### config.mk
export PLATFORM = sky130hd
export DESIGN_NAME = fifo_enq_arbiter
export DESIGN_NICKNAME = d
export VERILOG_FILES = /design/src/rtl/fifo_enq_arbiter.sv
export SDC_FILE = /design/constraint.sdc
export NUM_CORES = 1
export LEC_CHECK = 0
export BUFFER_PORTS_ARGS = -buffer_cell sky130_fd_sc_hd__buf_2
export CORE_AREA = 4 4 63 65
export DETAILED_ROUTE_END_ITERATION = 7
export DIE_AREA = 0 0 67 69
export PLACE_DENSITY = 0.85
export SYNTH_ARGS = -nofsm -noshare
export SYNTH_HDL_FRONTEND = slang
export SYNTH_SLANG_ARGS = --single-unit
### constraint.sdc
create_clock -name clock -period 2.3 [get_ports clock]
set_clock_uncertainty 0.2 [all_clocks]
set_input_delay 0.46 -clock clock [delete_from_list [all_inputs] [get_ports clock]]
set_output_delay 0.46 -clock clock [all_outputs]
set_load 0.02 [all_outputs]
### src/rtl/fifo_enq_arbiter.sv
// rtl/fifo_enq_arbiter.sv - round-robin arbiter sharing one FIFO write port among NUM_REQ packet streams
module fifo_enq_arbiter #(
  parameter int NUM_REQ   = 4,
  parameter int WIDTH     = 16,
  parameter int MAX_BURST = 4
) (
  input  logic                     clock,
  input  logic                     reset,
  input  logic [NUM_REQ-1:0]       req_valid,
  input  logic [NUM_REQ*WIDTH-1:0] req_data,
  input  logic [NUM_REQ-1:0]       req_last,
  output logic [NUM_REQ-1:0]       req_ready,
  output logic                     fifo_wrreq,
  output logic [WIDTH-1:0]         fifo_data,
  input  logic                     fifo_full,
  output logic [NUM_REQ-1:0]       grant,
  output logic                     busy
);

  localparam int IW = $clog2(NUM_REQ);
  localparam logic [0:0] IDLE  = 1'b0;
  localparam logic [0:0] GRANT = 1'b1;
  localparam logic [7:0] LAST_BEAT = 8'(MAX_BURST - 1);
  localparam logic [IW:0] NREQ = (IW + 1)'(NUM_REQ);
  localparam logic [IW-1:0] TOP_IDX = IW'(NUM_REQ - 1);

  logic [0:0]         state;
  logic [NUM_REQ-1:0] grantReg;
  logic [IW-1:0]      rrPtr;
  logic [7:0]         beatCnt;
  logic [IW-1:0]      sel;
  logic [IW-1:0]      gIdx;
  logic               beat;
  logic               endGrant;
  logic [WIDTH-1:0]   words [NUM_REQ];

  for (genvar i = 0; i < NUM_REQ; i++) begin : g_unpack
    assign words[i] = req_data[i*WIDTH +: WIDTH];
  end

  // Scan from the far end back toward rrPtr so the nearest valid requester wins.
  always_comb begin : sel_scan
    logic [IW:0] pos;
    sel = rrPtr;
    pos = '0;
    for (int k = NUM_REQ - 1; k >= 0; k--) begin
      pos = {1'b0, rrPtr} + (IW + 1)'(k);
      if (pos >= NREQ) pos = pos - NREQ;
      if (req_valid[pos[IW-1:0]]) sel = pos[IW-1:0];
    end
  end

  always_comb begin
    gIdx = '0;
    for (int i = 0; i < NUM_REQ; i++) begin
      if (grantReg[i]) gIdx = IW'(i);
    end
  end

  assign busy       = (state == GRANT);
  assign grant      = grantReg;
  assign req_ready  = (busy && !fifo_full) ? grantReg : '0;
  assign fifo_data  = words[gIdx];
  assign beat       = busy && req_valid[gIdx] && !fifo_full;
  assign fifo_wrreq = beat;
  assign endGrant   = beat && (req_last[gIdx] || (beatCnt == LAST_BEAT));

  always_ff @(posedge clock) begin
    if (reset) begin
      state    <= IDLE;
      grantReg <= '0;
      rrPtr    <= '0;
      beatCnt  <= '0;
    end else begin
      case (state)
        IDLE: begin
          if (|req_valid) begin
            state    <= GRANT;
            grantReg <= {{(NUM_REQ-1){1'b0}}, 1'b1} << sel;
            beatCnt  <= '0;
          end
        end
        default: begin
          if (endGrant) begin
            state    <= IDLE;
            grantReg <= '0;
            rrPtr    <= (gIdx == TOP_IDX) ? '0 : gIdx + 1'b1;
            beatCnt  <= '0;
          end else if (beat) begin
            beatCnt  <= beatCnt + 8'd1;
          end
        end
      endcase
    end
  end

endmodule

* Yosys cells after proc, flatten, opt, wreduce, memory -nomap -nowiden *
Cells that the tools add are included.

storage, ports and cells
  flip-flop bits (word level) = 15
  output and inout port bits = 26
  word-level logic and storage cells = 78

operators by class
  add/subtract/negate cells = 9
  $lt $le $gt $ge = 10
  eq/ne operators = 4
  shift operators = 1
  muxes and demuxes = 38
  bitwise operators = 1
  reduce and logical (&&, ||, !) cells = 11

operator list
  cell                                                                     number
  16-bit binary-select mux with 2-bit select                               1
  16-bit two-way mux                                                       2
  8-bit two-way mux                                                        4
  2-bit two-way mux                                                        11
  4-bit two-way mux                                                        4
  2-bit by 3-bit < comparator with 1-bit output, second input constant     5
  1-bit binary-select mux with 2-bit select                                6
  3-bit >= comparator, second input constant                               4
  1-bit two-way mux                                                        10
  8-bit by 1-bit adder with 8-bit output, second input constant            1
  8-bit by 2-bit == test with 1-bit output, second input constant          1
  2-bit by 1-bit subtractor with 2-bit output, second input constant       4
  2-bit by 2-bit adder with 3-bit output, second input constant            2
  2-bit AND reduction                                                      3
  1-bit logical AND                                                        4
  4-bit OR reduction                                                       1
  1-bit by 2-bit left shift with 4-bit output, first input constant        1
  2-bit by 1-bit adder with 3-bit output, second input constant            1
  2-bit by 3-bit >= comparator with 1-bit output, second input constant    1
  3-bit by 1-bit inequality test with 1-bit output, second input constant  1
  2-bit inverter with 3-bit output                                         1
  2-bit by 1-bit adder with 2-bit output, second input constant            1
  2-bit == test, second input constant                                     1
  2-bit by 1-bit inequality test with 1-bit output, second input constant  1
  3 further kinds                                                          3

* Depth between registers and ports, before layout *
  word-level depth = 12
  depth in mapped cells = 7
  depth with buffers taken out = 6

* Least setup slack after synthesis *
OpenSTA, ideal clock, no wires.

  path kind = flip-flop to output port
  start = register grantReg[1] (netlist: grant[1])
  end = output port fifo_data[10]
  data arrival time = 1.770 ns
  data required time = 1.640 ns
  path slack = -0.130 ns
  stages on the path, launching flop included = 7
  path buffers = 2
  path through = dfxtp_1 -> buf_2 -> buf_2 -> mux2i_1 -> nor2_1 -> a21oi_1 -> o21ai_0

between the ends
  longest elaborated chain between the ends = 7

ends and longest elaborated chain
  element                                                 line  source
  from (decl)                                             28    logic [NUM_REQ-1:0] grantReg;
  from (signal assigned)                                  79    grantReg <= {{(NUM_REQ-1){1'b0}}, 1'b1} << sel;
  1-bit two-way mux                                       56    if (grantReg[i]) gIdx = IW'(i);
  2-bit two-way mux (2 in a row)                          56
  2-bit inverter with 3-bit output (implied by the code)  63    assign fifo_data = words[gIdx];
  16-bit binary-select mux with 2-bit select              63
  16-bit two-way mux (implied by the code) (2 in a row)   63
  to (decl)                                               14    output logic [WIDTH-1:0] fifo_data,

Every way passes these cells. The select of a mux whose other input is x is not followed.

* Final worst setup path *
  start = register grantReg[1] (netlist: grant[1])
  end = output port fifo_wrreq

between the ends
  longest elaborated chain between the ends = 7

ends and longest elaborated chain
  element                                    line  source
  1-bit two-way mux                          56
  2-bit two-way mux (2 in a row)             56
  1-bit binary-select mux with 2-bit select  64    assign beat = busy && req_valid[gIdx] && !fifo_full;
  1-bit two-way mux (implied by the code)    64
  1-bit logical AND (2 in a row)             64
  to (decl)                                  13    output logic fifo_wrreq,

Every way passes these cells. The select of a mux whose other input is x is not followed.

==> summary.md <==
| Metric | Value |
|---|---|
| Via density | `just over 5` |
| CTS root buf | `clkbuf_4` |
| GP Congestion | `around 0.9` |
| Overflow after GRT | `0` |
| Worst Setup Start Kind | `flip-flop` |
| CTS tree | `yes` |
| Post-synth top flop | `dfxtp_1` |
| CTS buffer count | `3` |
| CP Max Fanout | `5` |
| Crit Path Category | `reg2out` |
| Clock Latency Late Sink | `around 290 ps` |
| Clk sinks | `15` |
| Setup TNS Final | `0 ps` |
| # DRC | `0` |
| Total die area | `around 0.0046 mm²` |
| Layout area overhead | `52.15%` |
| DRT antenna net count | `0` |
| Dpl hpwl | `roughly 3.8 mm` |
| Largest net degree at the start of global routing | `33` |
| Vias | `approximately 1800` |
| Port bufs | `100` |
| Filler instances | `330` |
| Pre-CTS setup slack | `between 50 and 60 ps` |
| Endpoints failing hold | `0` |
| Clock buffer depth | `2` |
| Async SR Flop Fraction | `0%` |
| Post-synth top area cell | `dfxtp_1` |
| Post-synthesis cell area | `around 0.0014 mm²` |
| Cts hold-fix bufs | `0` |
| Final Util | `a little over three fifths` |
| Outcome | `complete, no violations` |
| NumNets Final | `about 380` |
| Most common cell in the netlist | `nor2_1` |
| Worst-margin pin slew | `between 400 and 500 ps` |
| H-tree levels | `1` |
| Initial Util | `about two fifths` |
| Minimum clock period | `around 2200 ps` |
| Row count | `21` |
| Rel. slew slack | `between 70 and 80%` |
| DR pass1 iterations | `4` |
| Hold WC Path Type | `in2reg` |
| Initial drt markers | `between 60 and 70` |
| Floorplan die width | `between 60 and 70 µm` |
| Antenna Cells | `0` |
| FMAX | `between 400 and 500 MHz` |
| Part of the cycle the worst path needs | `between 90% and 100%` |
| DRT Wirelength | `between 4 and 5 mm` |
| Final setup fails | `0` |
| Overall Global Routing Usage | `19.80%` |
| Die height | `slightly below 70 µm` |
| Cells after Synth | `about 200` |
| Worst Setup End Kind | `output pin` |
| Slew Limit Fails | `0` |
| Power Dens Cells | `around 380 mW/mm²` |
| Avg Cell Area, Syn | `~7.0 µm²` |
| Syn nets | `~270` |
| P_leak | `0.9307 nW` |
| Top Ports | `101` |
| Yosys cell types | `43` |
| Number of synthesis warnings | `0` |
| Layout cells sized above 1 | `44.19%` |
| First-pass GRT wire length | `approximately 7.3 mm` |
| Critical Path RT | `1640 ps` |
| Routed length per instance | `between 10 and 15 µm` |
| Sequential element share of the synthesized area | `21.92%` |
| Synth top area share | `between 20% and 30%` |
| Number of synthesized flops with an enable pin | `0` |
| WP data arrival | `around 1600 ps` |
| Initial antenna violation count | `0` |
| Worst-path clk slew | `100 ps` |
| Core ar. | `around 0.0033 mm²` |
| Max_cap viols | `0` |
| Post-synthesis register bit count | `15` |
| Synth area leaders | `dfxtp_1, mux2i_1, a21oi_1, nor2_1, o21ai_0` |
| Total power | `between 700 and 800 µW` |
| Number of global-route vias before repair | `about 1600` |
| Post-synth top cells | `nor2_1, a21oi_1, mux2i_1, nand2_1, o21ai_0` |
| Peak VDD IR | `between 200 and 300 µV` |
| Setup WS post-layout | `a little over 70 ps` |
-- power by group --
group          switching [mW]  internal (mW)  leakage, nW  total (mW)
Clock                  0.0949         0.0662       0.0139       0.161
Sequential            0.00942          0.268        0.124       0.278
Combinational           0.191          0.160        0.793       0.351
Total                   0.296          0.494        0.931       0.790
-- registers in the layout, summed over array words and instances (netlist names) --
name / flops
busy: 1
grant: 4
rrPtr: 2
beatCnt: 8
-- path summary, 6_finish.rpt --
path,from,to,slack (ps),depth (start not counted)
setup / recovery,grant[1]$_SDFFE_PP0P_,fifo_wrreq,70,5
hold / removal,reset,rrPtr[0]$_SDFFE_PP0P_,170,2
setup reg to reg,beatCnt[1]$_SDFFE_PP0P_,beatCnt[3]$_SDFFE_PP0P_,120,7
hold reg to reg,beatCnt[7]$_SDFFE_PP0P_,beatCnt[7]$_SDFFE_PP0P_,310,2
-- cell type report --
class / instances / area (µm²) / area share, %
Tap cell: 46 / 57.56 / 2.761
Sequential cell: 15 / 306.5 / 14.71
Timing Repair Buffer: 114 / 629.4 / 30.19
Multi-Input combinational cell: 162 / 1039 / 49.82
Clock inverter: 1 / 7.507 / 0.3601
Inverter: 6 / 22.52 / 1.080
Clock buffer: 3 / 22.52 / 1.080
-- critical path: stages (launching register included) --
cell	delay, ps
dfxtp_4	410
mux2i_2	300
o311ai_2	110
buf_4	160
and2_1	140
buf_2	150
-- layer usage --
layer	part of all wire, %	vias up	GRT usage [%]
met5	0	-	0
li1	-	918	-
met2	56	64	35.15
met3	5.9	7	3.084
met4	1.1	0	4.505
met1	37	798	24.34
-- per-stage QoR --
stage               area [µm²]  cells  hold WS [ps]
detailed placement        1974    342         292.6
global route              2085    347         189.6
CTS                       2017    346         169.3
finish                    2085    347         172.9
global placement          1974    342         282.2
floorplan                 1370    195         260.5
-- kinds of logic after synthesis --
kind of cell | Yosys count | synth area share, %
AO/OA/AOI/OAI | 63 | 28.49
AND/OR/NAND/NOR | 75 | 26.76
buffers and inverters | 18 | 5.387
XOR/XNOR | 3 | 1.918
multiplexers | 20 | 14.61
adder cells (fa/ha/maj) | 1 | 0.9131
flip-flops | 15 | 21.92
-- placed cells by master (no fill, tap or decap), types with 2 or more instances in the layout --
cell      Yosys  routed
buf_2         4     100
nor2_1       29      29
a21oi_1      25      25
nand2_1      20      20
mux2i_1      20      18
o21ai_0      20      12
dfxtp_1      15      12
buf_4         0      11
o21ai_1       0       8
and2_1        6       6
inv_1         6       6
nor2b_1       3       3
xor2_1        3       3
clkbuf_4      0       3
mux2i_2       0       2
or4b_1        2       2
nand3_1       2       2
o31ai_1       2       2
or4_1         2       2
o22ai_1       2       2
or3_1         2       2
dfxtp_2       0       2
-- what timing repair did --
action	in CTS	in global routing
pin swaps	0	1
buffers inserted	0	1
gates resized for setup	4	15
setup endpoints to repair	14	23
Power figures use the tool's default switching activity.
